===== config.mk =====
export PLATFORM = sky130hd
export DESIGN_NAME = memory_stage
export DESIGN_NICKNAME = d
export VERILOG_FILES = /design/src/rtl/memory_stage.sv
export SDC_FILE = /design/constraint.sdc
export NUM_CORES = 1
export LEC_CHECK = 0
export CAP_MARGIN = 25
export CORE_UTILIZATION = 40
export CTS_CLUSTER_DIAMETER = 150
export DETAILED_ROUTE_END_ITERATION = 8
export GPL_TIMING_DRIVEN = 0
export PLACE_DENSITY = 0.72
export SYNTH_ARGS = -nofsm -noshare
export SYNTH_HDL_FRONTEND = slang
export SYNTH_SLANG_ARGS = --single-unit

===== constraint.sdc =====
create_clock -name clk -period 14.6 [get_ports clk]
set_input_delay 2.92 -clock clk [delete_from_list [all_inputs] [get_ports clk]]
set_output_delay 2.92 -clock clk [all_outputs]
set_load 0.005 [all_outputs]

===== src/rtl/memory_stage.sv =====
// memory_stage: EX/MEM register, byte-lane data-memory access with wait states, MEM/WB register.
// Define MEM_MISALIGN_TRAP_EN to suppress and flag misaligned halfword/word accesses.
module memory_stage #(
   parameter int DATA_WIDTH = 32
) (
   input  logic                  clk,
   input  logic                  rst,
   input  logic                  valid_e,
   input  logic                  reg_write_e,
   input  logic [1:0]            res_src_e,
   input  logic                  mem_write_e,
   input  logic [2:0]            funct3_e,
   input  logic [DATA_WIDTH-1:0] alu_result_e,
   input  logic [DATA_WIDTH-1:0] write_data_e,
   input  logic [4:0]            rd_e,
   input  logic [DATA_WIDTH-1:0] pc_plus4_e,
   output logic                  dmem_req,
   output logic                  dmem_we,
   output logic [3:0]            dmem_be,
   output logic [DATA_WIDTH-1:0] dmem_addr,
   output logic [DATA_WIDTH-1:0] dmem_wdata,
   input  logic [DATA_WIDTH-1:0] dmem_rdata,
   input  logic                  dmem_ready,
   output logic                  valid_w,
   output logic                  reg_write_w,
   output logic [4:0]            rd_w,
   output logic [DATA_WIDTH-1:0] result_w,
   output logic                  stall_m,
   output logic                  misaligned_m
);

   typedef enum logic {S_IDLE, S_WAIT} state_t;

   typedef struct packed {
      logic                  valid;
      logic                  reg_write;
      logic [1:0]            res_src;
      logic                  mem_write;
      logic [2:0]            funct3;
      logic [DATA_WIDTH-1:0] alu_result;
      logic [DATA_WIDTH-1:0] write_data;
      logic [4:0]            rd;
      logic [DATA_WIDTH-1:0] pc_plus4;
   } ex_mem_t;

   ex_mem_t               m;
   state_t                state;
   logic                  is_mem;
   logic                  misaligned;
   logic [1:0]            lane;
   logic [7:0]            ld_byte;
   logic [15:0]           ld_half;
   logic [DATA_WIDTH-1:0] load_data;
   logic [DATA_WIDTH-1:0] result_m;

   assign lane   = m.alu_result[1:0];
   assign is_mem = m.valid & ((m.res_src == 2'b01) | m.mem_write);

`ifdef MEM_MISALIGN_TRAP_EN
   assign misaligned   = ((m.funct3[1:0] == 2'b01) & lane[0]) |
                         ((m.funct3[1:0] == 2'b10) & (lane != 2'b00));
   assign misaligned_m = is_mem & misaligned;
`else
   assign misaligned   = 1'b0;
   assign misaligned_m = 1'b0;
`endif

   assign dmem_req  = is_mem & ~misaligned;
   assign dmem_we   = m.mem_write;
   assign dmem_addr = {m.alu_result[DATA_WIDTH-1:2], 2'b00};
   assign stall_m   = dmem_req & ~dmem_ready;

   // NOTE: every output of a combinational block gets a default first so no path infers a latch.
   always_comb begin
      dmem_be    = 4'b1111;
      dmem_wdata = m.write_data;
      if (m.mem_write) begin
         case (m.funct3[1:0])
            2'b00: begin
               dmem_be    = 4'b0001 << lane;
               dmem_wdata = {4{m.write_data[7:0]}};
            end
            2'b01: begin
               dmem_be    = lane[1] ? 4'b1100 : 4'b0011;
               dmem_wdata = {2{m.write_data[15:0]}};
            end
            default: ;
         endcase
      end
   end

   // Sign extension is disabled by funct3[2] (BU/HU).
   always_comb begin
      ld_byte = dmem_rdata[{lane, 3'b000} +: 8];
      ld_half = lane[1] ? dmem_rdata[31:16] : dmem_rdata[15:0];
      case (m.funct3[1:0])
         2'b00:   load_data = {{(DATA_WIDTH-8){~m.funct3[2] & ld_byte[7]}}, ld_byte};
         2'b01:   load_data = {{(DATA_WIDTH-16){~m.funct3[2] & ld_half[15]}}, ld_half};
         default: load_data = dmem_rdata;
      endcase
      case (m.res_src)
         2'b01:   result_m = load_data;
         2'b10:   result_m = m.pc_plus4;
         default: result_m = m.alu_result;
      endcase
   end

   // NOTE: sequential state uses non-blocking assignments so every register samples pre-edge values.
   always_ff @(posedge clk or posedge rst) begin
      if (rst) begin
         state       <= S_IDLE;
         m           <= '0;
         valid_w     <= 1'b0;
         reg_write_w <= 1'b0;
         rd_w        <= '0;
         result_w    <= '0;
      end else begin
         case (state)
            S_IDLE: if (stall_m)    state <= S_WAIT;
            S_WAIT: if (dmem_ready) state <= S_IDLE;
         endcase
         if (!stall_m) begin
            m <= '{valid: valid_e, reg_write: reg_write_e, res_src: res_src_e,
                   mem_write: mem_write_e, funct3: funct3_e, alu_result: alu_result_e,
                   write_data: write_data_e, rd: rd_e, pc_plus4: pc_plus4_e};
            valid_w     <= m.valid;
            reg_write_w <= m.valid & m.reg_write & ~misaligned;
            rd_w        <= m.rd;
            result_w    <= result_m;
         end else begin
            valid_w     <= 1'b0;
            reg_write_w <= 1'b0;
         end
      end
   end

   // A pending transfer keeps its request raised until dmem_ready completes it.
   always @(posedge clk) begin
      if (!rst && state == S_WAIT) assert (dmem_req);
   end

endmodule

==> flow_summary.toml, run 1 <==
[global_route]
grt_max_degree = 90
gr-usage-all-layers_pct = 27.3
grt_pass1_wl_microns = 38600
antenna_found_initial = 3
first_global_vias = 6892
grt_overflow = 0

[logic_synthesis]
yosysSeqAreaShare_pct = 50.1
synth.most_common_cell = "nand2_1"
synth_top_area_share_pct = 50.1
ys_seq_elements = 148
yosysWarningCount = 0
synth.distinct_cells = 42
synth_area_leaders = "dfrtp_1 (50%), nand2_1 (18%), buf_4 (5.1%)"
synth_edf_count = 0
synth_largest_area_cell = "dfrtp_1"
avgSynthCellArea_sq_um = 8.50
synth_area_sq_mm = 0.00739
synth_flop_cell = "dfrtp_1"
synthTopCellsByCount = "nand2_1 (357), dfrtp_1 (148), buf_4 (50)"
async_reset_ff_share_pct = 100
postSynthCellCount = 869

[die]
die_h_microns = 138
dieArea_sq_mm = 0.0190
coreArea_sq_mm = 0.0180
ios = 255
fp-row-count = 49
dieWidth_microns = 138
start_util_pct = 41.0

[cts]
clockRootBuffer = "clkbuf_16"
cts_hold_buffers = 0
clock_latency_ns = 0.42
cts_setup_buffers = 0
numCtsBuffers = 17
htree_levels = 4
cts_num_sinks = 148
clock_path_buffers = 2
cts-resized-gates = 0
cts_tree = "done"
clkTransAtPathRegs_ns = 0.06

[pwr]
power_density_mw_per_mm2 = 128
p_leak_nw = 5.01
ir_worst_vdd_uv = 97.0

[timing]
finalCritPeriodShare_pct = 56.0
hold_violations = 0
relSlewSlack_pct = 51.3
maxSlewViolCount = 0
setup_viol = 0
fmax_ghz = 0.122
tightest_slew_ns = 0.731
tns_ns = 0
fin_skew_ns = 0.00810
fin_ws_ns = 6.42
rsz0062_at_grt = "false"
period_needed_ns = 8.18

[critical_path]
cp_slowest_cell = "clkdlybuf4s50_1"
worstSetupPathType = "input port to output pin"
rrSetupSlack_ns = 12.04
worst_setup_path_end_kind = "output pin"
cp_top_family = "buffers and inverters"
crit_path_max_incr_delay_ns = 0.52
worst_ep_required_time_ns = 11.68
crit_chain = "clkdlybuf4s50_1 -> nand2b_1 -> or2_2 -> clkbuf_1 -> inv_2 -> buf_2 -> buf_4 -> clkdlybuf4s50_1"
crit_top_cell = "clkdlybuf4s50_1"
cp_num_buf_inv = 6
crit_path_start_kind = "input port"
arrival_ns = 5.26
path_max_fanout = 10

[drt]
drtPass1Iterations = 6
vias_per_cell = 5.19
routedWlPerCell_microns = 18.4
ant_nets = 0
drtIter0Drc = 512
dr_total_vias = 7197
wl_microns = 25500
drc = 0

[finish]
nets = 1288
layout-area-overhead-vs-synth_pct = 47.3
fin_area_sq_mm = 0.0109
num-fill-cells = 1656
drive_gt1_share_pct = 10.7

[placement]
dpl_cell_area_sq_mm = 0.0102
gp_congestion = 0.919
post-place-ws_ns = 6.45
numPortBuffers = 251
hpwl_microns = 19100

[worst_hold_path]
hold_class = "register to register"

[status]
status = "finished, final reports clean"

[flow_run]
maxCapViolations = 0
cells by family (layout without fill, tap and decap cells):
| family | count (synthesis) | after routing | synth area share [%] |
|---|---|---|---|
| AOI/OAI and AO/OA | 141 | 141 | 13.4 |
| muxes | 18 | 18 | 2.74 |
| adders and majority gates | 2 | 2 | 0.339 |
| buffers and inverters | 112 | 395 | 8.81 |
| DFF | 148 | 148 | 50.1 |
| and+or+nand+nor | 447 | 447 | 24.6 |
| other | 1 | 6 | 0.0508 |
layout make-up:
cell class / count / area [sq um] / share of cell area, %
flip-flops and latches: 148 / 3700 / 34.0
multi-input cells: 611 / 3040 / 27.9
repair buffers: 252 / 2540 / 23.3
plain buffers: 102 / 613 / 5.63
clock buffers: 22 / 474 / 4.36
well taps: 229 / 287 / 2.63
clock inverters: 9 / 175 / 1.61
inverters: 10 / 42.5 / 0.391
diodes: 3 / 7.51 / 0.0690
layer usage:
metal	GRT usage (%)	wire length (microns)	share of wire, %	vias up
li1	-	-	-	3412
met1	38.1	11200	44	3415
met2	41.9	11800	46	333
met3	5.04	1960	7.7	37
met4	10.4	571	2.2	0
met5	0	0	0	-
stage by stage:
step / hold slack (ns) / std cells / total power [W] / utilization (%)
finish: 0.462 / 1386 / 0.00139 / 60.4
global route: 0.484 / 1386 / 0.00146 / 60.4
CTS: 0.464 / 1383 / 0.00140 / 60.3
detailed placement: 0.451 / 1352 / 0.000911 / 56.7
global placement: 0.445 / 1351 / 0.000904 / 56.6
floorplan: 0.431 / 871 / 0.000694 / -
worst reg2reg max path: cells and delay by family, from the launching register on:
| kind | cells | cell delay [ns] |
|---|---|---|
| buffers and inverters | 4 | 1.49 |
| and+or+nand+nor | 4 | 0.44 |
| DFF | 1 | 0.35 |
| adders and majority gates | 1 | 0.22 |
state kept, by name, summed over array words and instances (netlist names):
name and count:
dmem_addr 30, dmem_we 1, lane 2, m 76
rd_w 5, reg_write_w 1, result_w 32, valid_w 1
report_power, final:
group | switching (W) | leakage, nW | total [W] | internal (W)
Combinational | 0.000177 | 2.93 | 0.000389 | 0.000212
Clock | 0.000171 | 0.312 | 0.000487 | 0.000316
Sequential | 0.0000473 | 1.77 | 0.000518 | 0.000471
Total | 0.000396 | 5.01 | 0.00139 | 0.000998
cells in the final DEF (no fill, tap or decap), types with 16 or more instances in the layout:
master,n
o21ai_0,19
clkbuf_1,33
nor2_1,42
o22ai_1,45
buf_2,16
clkbuf_16,17
nand2_1,357
a21oi_1,25
dfrtp_1,148
a221oi_1,31
buf_4,50
clkdlybuf4s50_1,251
worst paths after layout:
kind	startpoint	to	cells after the start
worst max-delay path	dmem_ready	stall_m	8
worst min-delay path	m[107]	m[107]	2
worst max register to register	m[106]	dmem_addr[25]	9
worst min register to register	m[107]	m[107]	2
max in group asynchronous	rst	result_w[22]	3
min in group asynchronous	rst	m[41]	2
Note: power is estimated with default switching activity, not from simulation.
==> run 2, diff against run 1 <==
Settings changed: PLACE_DENSITY 0.72 to 0.75.
Clock period 14.6 ns to 7.25 ns, I/O delays scaled along.
==> run 2 against run 1 <==
Register-to-register slack got worse by 7.3 ns. Non-clock buffer count did not move. Sequential share of layout area rose by 0.30 points. Clock skew rose by 0.0018 ns. Combinational power rose by 100%. Final area fell by 0.86%. Worst hold slack barely moved. Core utilization fell by 0.52 points. Sequential cell count did not move. Sequential power rose by 100%. Critical path depth did not move. Largest cell class unchanged.
==> flow_summary.toml, run 2 (synthesis gave the netlist of run 1 again) <==
[drt]
wl_microns = 25600
routedWlPerCell_microns = 18.5
ant_nets = 0
vias_per_cell = 5.30
drtPass1Iterations = 5
drtIter0Drc = 566
drc = 0
dr_total_vias = 7323

[finish]
largest_reg_flops = 76
layout-area-overhead-vs-synth_pct = 46.0
top_register = "m"
drive_gt1_share_pct = 10.8
layout_commonest_cell = "nand2_1"
layout_common_cells = "nand2_1 (357), clkdlybuf4s50_1 (251), dfrtp_1 (148)"
fin_area_sq_mm = 0.0108
nets = 1288
final_cells = 1383
num-fill-cells = 1688

[die]
fp-row-count = 49
ios = 255
dieWidth_microns = 138
start_util_pct = 41.0
dieArea_sq_mm = 0.0190
coreArea_sq_mm = 0.0180
die_h_microns = 138

[cts]
cts_num_sinks = 148
clkTransAtPathRegs_ns = 0.06
cts_setup_buffers = 0
clock_path_buffers = 2
clockRootBuffer = "clkbuf_16"
cts_hold_buffers = 0
htree_levels = 4
clock_latency_ns = 0.42
cts_tree = "done"
numCtsBuffers = 17
cts-resized-gates = 0

[pwr]
power_frac_comb_pct = 29.4
seqPwrFrac_pct = 39.1
p_leak_nw = 4.96
power_density_mw_per_mm2 = 247
switching_share_pct = 29.7
clock_power_share_pct = 31.4
ir_worst_vdd_uv = 181
switchingPower_w = 0.000791
cell_internal_pwr_w = 0.00188

[critical_path]
crit_top_cell = "clkdlybuf4s50_1"
path_max_fanout = 10
rrSetupSlack_ns = 4.72
worstSetupPathType = "input port to output pin"
reg2regPathDepth = 9
cp_slowest_cell = "clkdlybuf4s50_1"
crit_chain = "clkdlybuf4s50_1 -> nand2b_1 -> or2_2 -> clkbuf_1 -> inv_2 -> buf_2 -> buf_4 -> clkdlybuf4s50_1"
crit_path_start_kind = "input port"
worst_setup_path_end_kind = "output pin"
arrival_ns = 3.72
worst_ep_required_time_ns = 5.80
r2r_end = "m[51]"
crit_path_max_incr_delay_ns = 0.51
r2r-start = "m[106]"

[worst_hold_path]
min_to = "m[107]"
min-delay-start = "m[107]"
min_path_cells = 2
hold_class = "register to register"

[global_route]
first_global_vias = 7032
grt_pass1_wl_microns = 38800
grt_max_degree = 91
grt_overflow = 0
gr-usage-all-layers_pct = 27.5
antenna_found_initial = 1

[timing]
period_needed_ns = 5.17
rsz0062_at_grt = "false"
tightest_slew_ns = 0.721
finalCritPeriodShare_pct = 71.3
hold_violations = 0
hold_ws_ns = 0.461
fin_skew_ns = 0.00994
setup_viol = 0
fmax_ghz = 0.194
relSlewSlack_pct = 51.9
maxSlewViolCount = 0

[status]
status = "finished, final reports clean"

[placement]
dp.cells = 1352
gp_congestion = 0.918
dpl_cell_area_sq_mm = 0.0102
hpwl_microns = 19200
numPortBuffers = 251

[flow_run]
maxCapViolations = 0
==> run 2: changes by cell type in the layout (fill, tap and decap cells not counted), sizes merged <==
cell,change
bufinv,-4
clkinv,+2
clkinvlp,+2
diode,-2
clkbuf,-1
==> run 2: layout make-up <==
cell class	count	area, sq um	share of cell area (%)
diodes	1	2.50	0.0232
plain buffers	102	613	5.68
clock buffers	21	480	4.45
clock inverters	9	80.1	0.742
inverters	10	42.5	0.394
multi-input cells	611	3040	28.2
flip-flops and latches	148	3700	34.3
well taps	229	287	2.66
repair buffers	252	2540	23.5
==> run 2: worst max-delay path by stage <==
stage	startpoint	end	slack (ns)	cells past startpoint
2_1_floorplan	rst	dmem_addr[10]	1.82	1
3_3_place_gp	rst	m[3]	-0.38	2
3_5_place_dp	dmem_ready	stall_m	2.06	8
4_1_cts	dmem_ready	stall_m	2.04	8
5_1_grt	dmem_ready	stall_m	1.93	8
6_report	dmem_ready	stall_m	2.08	8
==> run 2: metrics by stage <==
| step | util, % | power [W] | setup slack (ns) | TNS (ns) |
|---|---|---|---|---|
| after floorplan | - | 0.00140 | 1.82 | 0 |
| after global placement | 56.6 | 0.00182 | -0.378 | -54.46 |
| after detailed placement | 56.7 | 0.00184 | 2.06 | 0 |
| after CTS | 59.9 | 0.00268 | 2.04 | 0 |
| after global routing | 59.9 | 0.00280 | 1.93 | 0 |
| final | 59.9 | 0.00267 | 2.08 | 0 |
==> run 2: power groups by stage <==
| stage | Combinational (W) | Sequential, W | Clock (W) |
|---|---|---|---|
| 6_report | 0.000784 | 0.00104 | 0.000839 |
| 2_1_floorplan | 0.000365 | 0.00103 | 0 |
| 3_5_place_dp | 0.000780 | 0.00105 | 0 |
| 3_3_place_gp | 0.000765 | 0.00105 | 0 |
| 4_1_cts | 0.000783 | 0.00104 | 0.000853 |
| 5_1_grt | 0.000851 | 0.00106 | 0.000889 |
==> run 2: critical path: cells and delay by family <==
family / cells / cell delay (ns)
AND/OR/NAND/NOR: 2 / 0.40
buffers and inverters: 6 / 1.85
==> run 2: routing by layer <==
layer,vias up,global-route usage (%),share of wire [%]
li1,3409,-,-
met1,3513,36.8,41
met2,349,43.1,47
met3,52,5.81,8.7
met4,0,11.4,3.2
met5,-,0,0
